**config.mk**
```make
export PLATFORM = sky130hd
export DESIGN_NAME = mmss_counter
export DESIGN_NICKNAME = d
export VERILOG_FILES = /design/src/rtl/mmss_counter.sv
export SDC_FILE = /design/constraint.sdc
export NUM_CORES = 1
export LEC_CHECK = 0
export ABC_AREA = 1
export ABC_CLOCK_PERIOD_IN_PS = 1300
export CORE_UTILIZATION = 28
export DETAILED_ROUTE_END_ITERATION = 8
export PLACE_DENSITY = 0.64
export SLEW_MARGIN = 30
export SYNTH_ARGS = -nofsm -noshare
export SYNTH_HDL_FRONTEND = slang
export SYNTH_SLANG_ARGS = --single-unit
```
**constraint.sdc**
```tcl
create_clock -name clk -period 1.3 [get_ports clk]
set_clock_uncertainty 0.1 [all_clocks]
set_input_delay 0.26 -clock clk [delete_from_list [all_inputs] [get_ports clk]]
set_output_delay 0.26 -clock clk [all_outputs]
set_load 0.02 [all_outputs]
```
**src/rtl/mmss_counter.sv**
```systemverilog
// Stopwatch time-keeping core: minutes/seconds counter advanced by tick pulses,
// with pause toggle and per-field adjust stepping.
module mmss_counter #(
    parameter int unsigned SEC_MAX = 59,
    parameter int unsigned MIN_MAX = 59
) (
    input  logic       clk,
    input  logic       btnR,
    input  logic       tick_norm,
    input  logic       tick_adj,
    input  logic       btnP,
    input  logic       swADJ,
    input  logic       swSEL,
    output logic [5:0] minutes,
    output logic [5:0] seconds,
    output logic       paused,
    output logic       wrap
);

    localparam logic [5:0] C_SEC_MAX = 6'(SEC_MAX);
    localparam logic [5:0] C_MIN_MAX = 6'(MIN_MAX);

    typedef enum logic {
        ST_RUN  = 1'b0,
        ST_HOLD = 1'b1
    } state_t;

    state_t     r_state;
    state_t     w_state_next;
    logic [5:0] r_minutes;
    logic [5:0] r_seconds;
    logic       r_wrap;
    logic [5:0] w_min_next;
    logic [5:0] w_sec_next;
    logic       w_wrap_next;
    logic       w_sec_last;
    logic       w_min_last;

    // ">=" keeps the counters bounded even if a field ever sat above its limit
    assign w_sec_last = (r_seconds >= C_SEC_MAX);
    assign w_min_last = (r_minutes >= C_MIN_MAX);

    // Next-state and next-time computation; ticks are judged against the current pause state
    always_comb begin
        w_state_next = r_state;
        w_min_next   = r_minutes;
        w_sec_next   = r_seconds;
        w_wrap_next  = 1'b0;
        case (r_state)
            ST_RUN: begin
                if (btnP) begin
                    w_state_next = ST_HOLD;
                end else begin
                    w_state_next = ST_RUN;
                end
                if (!swADJ) begin
                    if (tick_norm) begin
                        if (w_sec_last) begin
                            w_sec_next = 6'd0;
                            if (w_min_last) begin
                                w_min_next  = 6'd0;
                                w_wrap_next = 1'b1;
                            end else begin
                                w_min_next = r_minutes + 6'd1;
                            end
                        end else begin
                            w_sec_next = r_seconds + 6'd1;
                        end
                    end else begin
                        w_sec_next = r_seconds;
                    end
                end else begin
                    if (tick_adj) begin
                        if (swSEL) begin
                            w_sec_next = w_sec_last ? 6'd0 : r_seconds + 6'd1;
                        end else begin
                            w_min_next = w_min_last ? 6'd0 : r_minutes + 6'd1;
                        end
                    end else begin
                        w_min_next = r_minutes;
                    end
                end
            end
            ST_HOLD: begin
                if (btnP) begin
                    w_state_next = ST_RUN;
                end else begin
                    w_state_next = ST_HOLD;
                end
            end
            default: begin
                w_state_next = ST_RUN;
            end
        endcase
    end

    // State and time registers; btnR overrides every other input
    always_ff @(posedge clk) begin
        if (btnR) begin
            r_state   <= ST_RUN;
            r_minutes <= 6'd0;
            r_seconds <= 6'd0;
            r_wrap    <= 1'b0;
        end else begin
            r_state   <= w_state_next;
            r_minutes <= w_min_next;
            r_seconds <= w_sec_next;
            r_wrap    <= w_wrap_next;
        end
    end

    assign minutes = r_minutes;
    assign seconds = r_seconds;
    assign paused  = (r_state == ST_HOLD);
    assign wrap    = r_wrap;

endmodule

```
==> impl_results.md <==
* Switching power at 358 uW
* Placed Area at between 1000 and 1500 sq um
* Initial core utilization at 0.302
* Worst VDD drop at 0.000604 V
* CTS Root Cell: clkbuf_4
* Top post-synthesis cells by area: dfxtp_1 33%, nand2_1 13%, nor2_1 7.1%
* Final Wtd Congestion at 0.955
* Critical path type: flip-flop to flip-flop
* Max-cap viol count at 0
* First-pass GRT wire length at 4.00 mm
* Worst EP required at 1420 ps
* Period utilisation layout at 1.03
* H-tree Lvls at 1
* Top cell type's share of synthesized area at 0.331
* RR Endpoint: seconds[4]
* DRT Wirelength at 2.44 mm
* Reg-to-Reg Start: seconds[0]
* Post-Syn Area per Cell at 6.93 sq um
* Clock network power share at 0.288
* DRC Markers at 4
* Post-synthesis cell type count at 23
* Worst Hold Slack at 363 ps
* Post-Synthesis Cell Area at 846 sq um
* Vias in the first global route at 937
* Placed wire-length estimate at 1.71 mm
* CTS tree: yes
* Met3 Wirelength at about 100 um
* Clk buf depth at 2
* Wl on met1 at around 960 um
* CP arrival at 1460 ps
* YS warnings at 0
* Area leader, netlist: dfxtp_1
* Top post-synthesis cells by count: 30 x nand2_1, 16 x nor2_1, 15 x inv_1, 14 x dfxtp_1, 11 x nand3_1
* Hold crit path type: primary input to flip-flop
* Top Metal Used: met4
* RSZ-0062 raised after global routing: yes
* Most common cell in the netlist: nand2_1
* Async SR Flop Fraction at 0
* Vias per Instance at 4.66
* Nets at 181
* Die width at ~57 um
* Rel. slew slack at 0.842
* Switching Share at 0.315
* Hold path endpoint: wrap
* DR pass1 iterations at 6
* Antenna cells at 0
* Met2 routed WL at 1.29 mm
* Seq cells post-synth at 14
* Tmin final at 1340 ps
* Core area at 2810 sq um
* Slew @ Worst Pin at around 240 ps
* Fin. Hold Viols at 0
* Syn Inst Count at 122
* CP Launch Type: flip-flop
* P_leak at 0.656 nW
* Layout area overhead at 72.0%
* Sequential cell fraction of total power at 0.415
* Hold path startpoint: tick_norm
* Pins Over Slew Limit at 0
* Layout cells sized above 1 at 0.538
* Initial DRC count at 18
* Die height at 57.0 um
* I/O Buffers at 20
* Total gr overflow at 0
* CP Max Fanout at 2
* Number of synthesized flops with an enable pin at 0
* Avg WL per Cell at 12.1 um
* Largest net degree at the start of global routing at 9
* Status: finished, violations left
* Initial antenna violation count at 0
* Antenna Nets Post-Route at 0
* Worst reg2reg path depth at 6
* Via count at 941
* IO Pins at 21
* Clk sinks at 14
* Int Pwr at 777 uW
* Cts hold-fix bufs at 0
* Final instance area at 1460 sq um
* Syn nets at approximately 130
* Tot GR Track Use at 0.162
* Setup violations, final at 1
* Min setup slack post-route at -41.8 ps
* Failing checks: design-rule violations, negative setup slack
* Seq/Total Area, Yosys at 0.331
* Place WS at -410 ps
* Setup TNS at -41.8 ps
* Clk Latency, worst-skew pair at 290 ps
* Reg2Reg Setup Slack at -40 ps
* Crit end category: flip-flop
* Total Power at 1.13 mW
* CTS buffer count at 3
* Reg clk slew, reported paths at 90 ps
* Die area at 3240 sq um
* Hold Crit Depth at 4
* Site Rows at 19
* Comb pwr share at 0.297
* Synth Flop Type: dfxtp_1
* Fmax at 745 MHz
* Pwr dens at 780 nW/um^2
## cells by family (layout without fill, tap and decap cells)
| kind of cell | Yosys count | count (layout) | share of synthesized area |
|---|---|---|---|
| and+or+nand+nor | 72 | 72 | 0.432 |
| buffers and inverters | 19 | 68 | 0.0843 |
| DFF | 14 | 14 | 0.331 |
| AOI/OAI and AO/OA | 11 | 11 | 0.0814 |
| xor gates and xnor gates | 4 | 4 | 0.0414 |
| adders and majority gates | 2 | 2 | 0.0296 |
## worst max-delay path by stage
stage,from,endpoint,slack [ps],cells past startpoint
global route,seconds[0],seconds[4],-90,6
detailed placement,swADJ,seconds[0],-410,8
global placement,swADJ,seconds[0],-370,8
floorplan,seconds[1],minutes[1],8,6
CTS,tick_adj,seconds[0],-10,8
finish,seconds[0],seconds[4],-40,6
## per-stage QoR
stage               instances   util
floorplan                 122      -
global placement          192  0.448
detailed placement        192  0.448
CTS                       199  0.491
global route              202  0.519
finish                    202  0.519
## flip-flops by register name, indices dropped and copies added, names as in the netlist
register  count
minutes       6
paused        1
seconds       6
wrap          1
## cell usage in the layout, fill, tap and decap left out, types with 4 or more instances in the layout
cell / n
a21oi_1: 4
nand2_2: 5
nand2_1: 27
clkdlybuf4s15_2: 5
nand3_1: 7
nor2_1: 11
inv_2: 5
buf_2: 5
buf_4: 23
dfxtp_1: 5
nor2_4: 6
dfxtp_2: 6
inv_1: 12
buf_6: 4
## metal layers
layer  GRT usage  vias up
met3      0.0499       10
li1            -      485
met2       0.299       25
met4      0.0592        0
met1       0.171      421
met5           0        -
## cell type report
| cell class | count | area, sq um |
|---|---|---|
| well taps | 31 | 38.8 |
| flip-flops and latches | 14 | 299 |
| clock buffers | 4 | 36.3 |
| fillers | 282 | 1350 |
| multi-input cells | 89 | 633 |
| inverters | 18 | 70.1 |
| repair buffers | 46 | 378 |
## worst max-delay path, stage by stage, from the launching register on
cell and delay, ps:
dfxtp_4 370, ha_4 150, buf_6 110, nand3_4 80, xnor2_2 200, nand3_2 120
a21oi_2 140
## power by group through the flow
stage	clock network [mW]	registers, mW	logic (mW)
6_report	0.327	0.471	0.337
5_1_grt	0.358	0.475	0.364
4_1_cts	0.337	0.472	0.309
3_5_place_dp	0	0.484	0.283
3_3_place_gp	0	0.483	0.278
2_1_floorplan	0	0.514	0.133
## timing repair
| action | in CTS | in global routing |
|---|---|---|
| pin swaps | 8 | 13 |
| setup endpoints to repair | 27 | 20 |
| resized for setup | 61 | 31 |
| buffers inserted | 3 | 3 |
No activity file was read; power rests on OpenSTA's default activity.
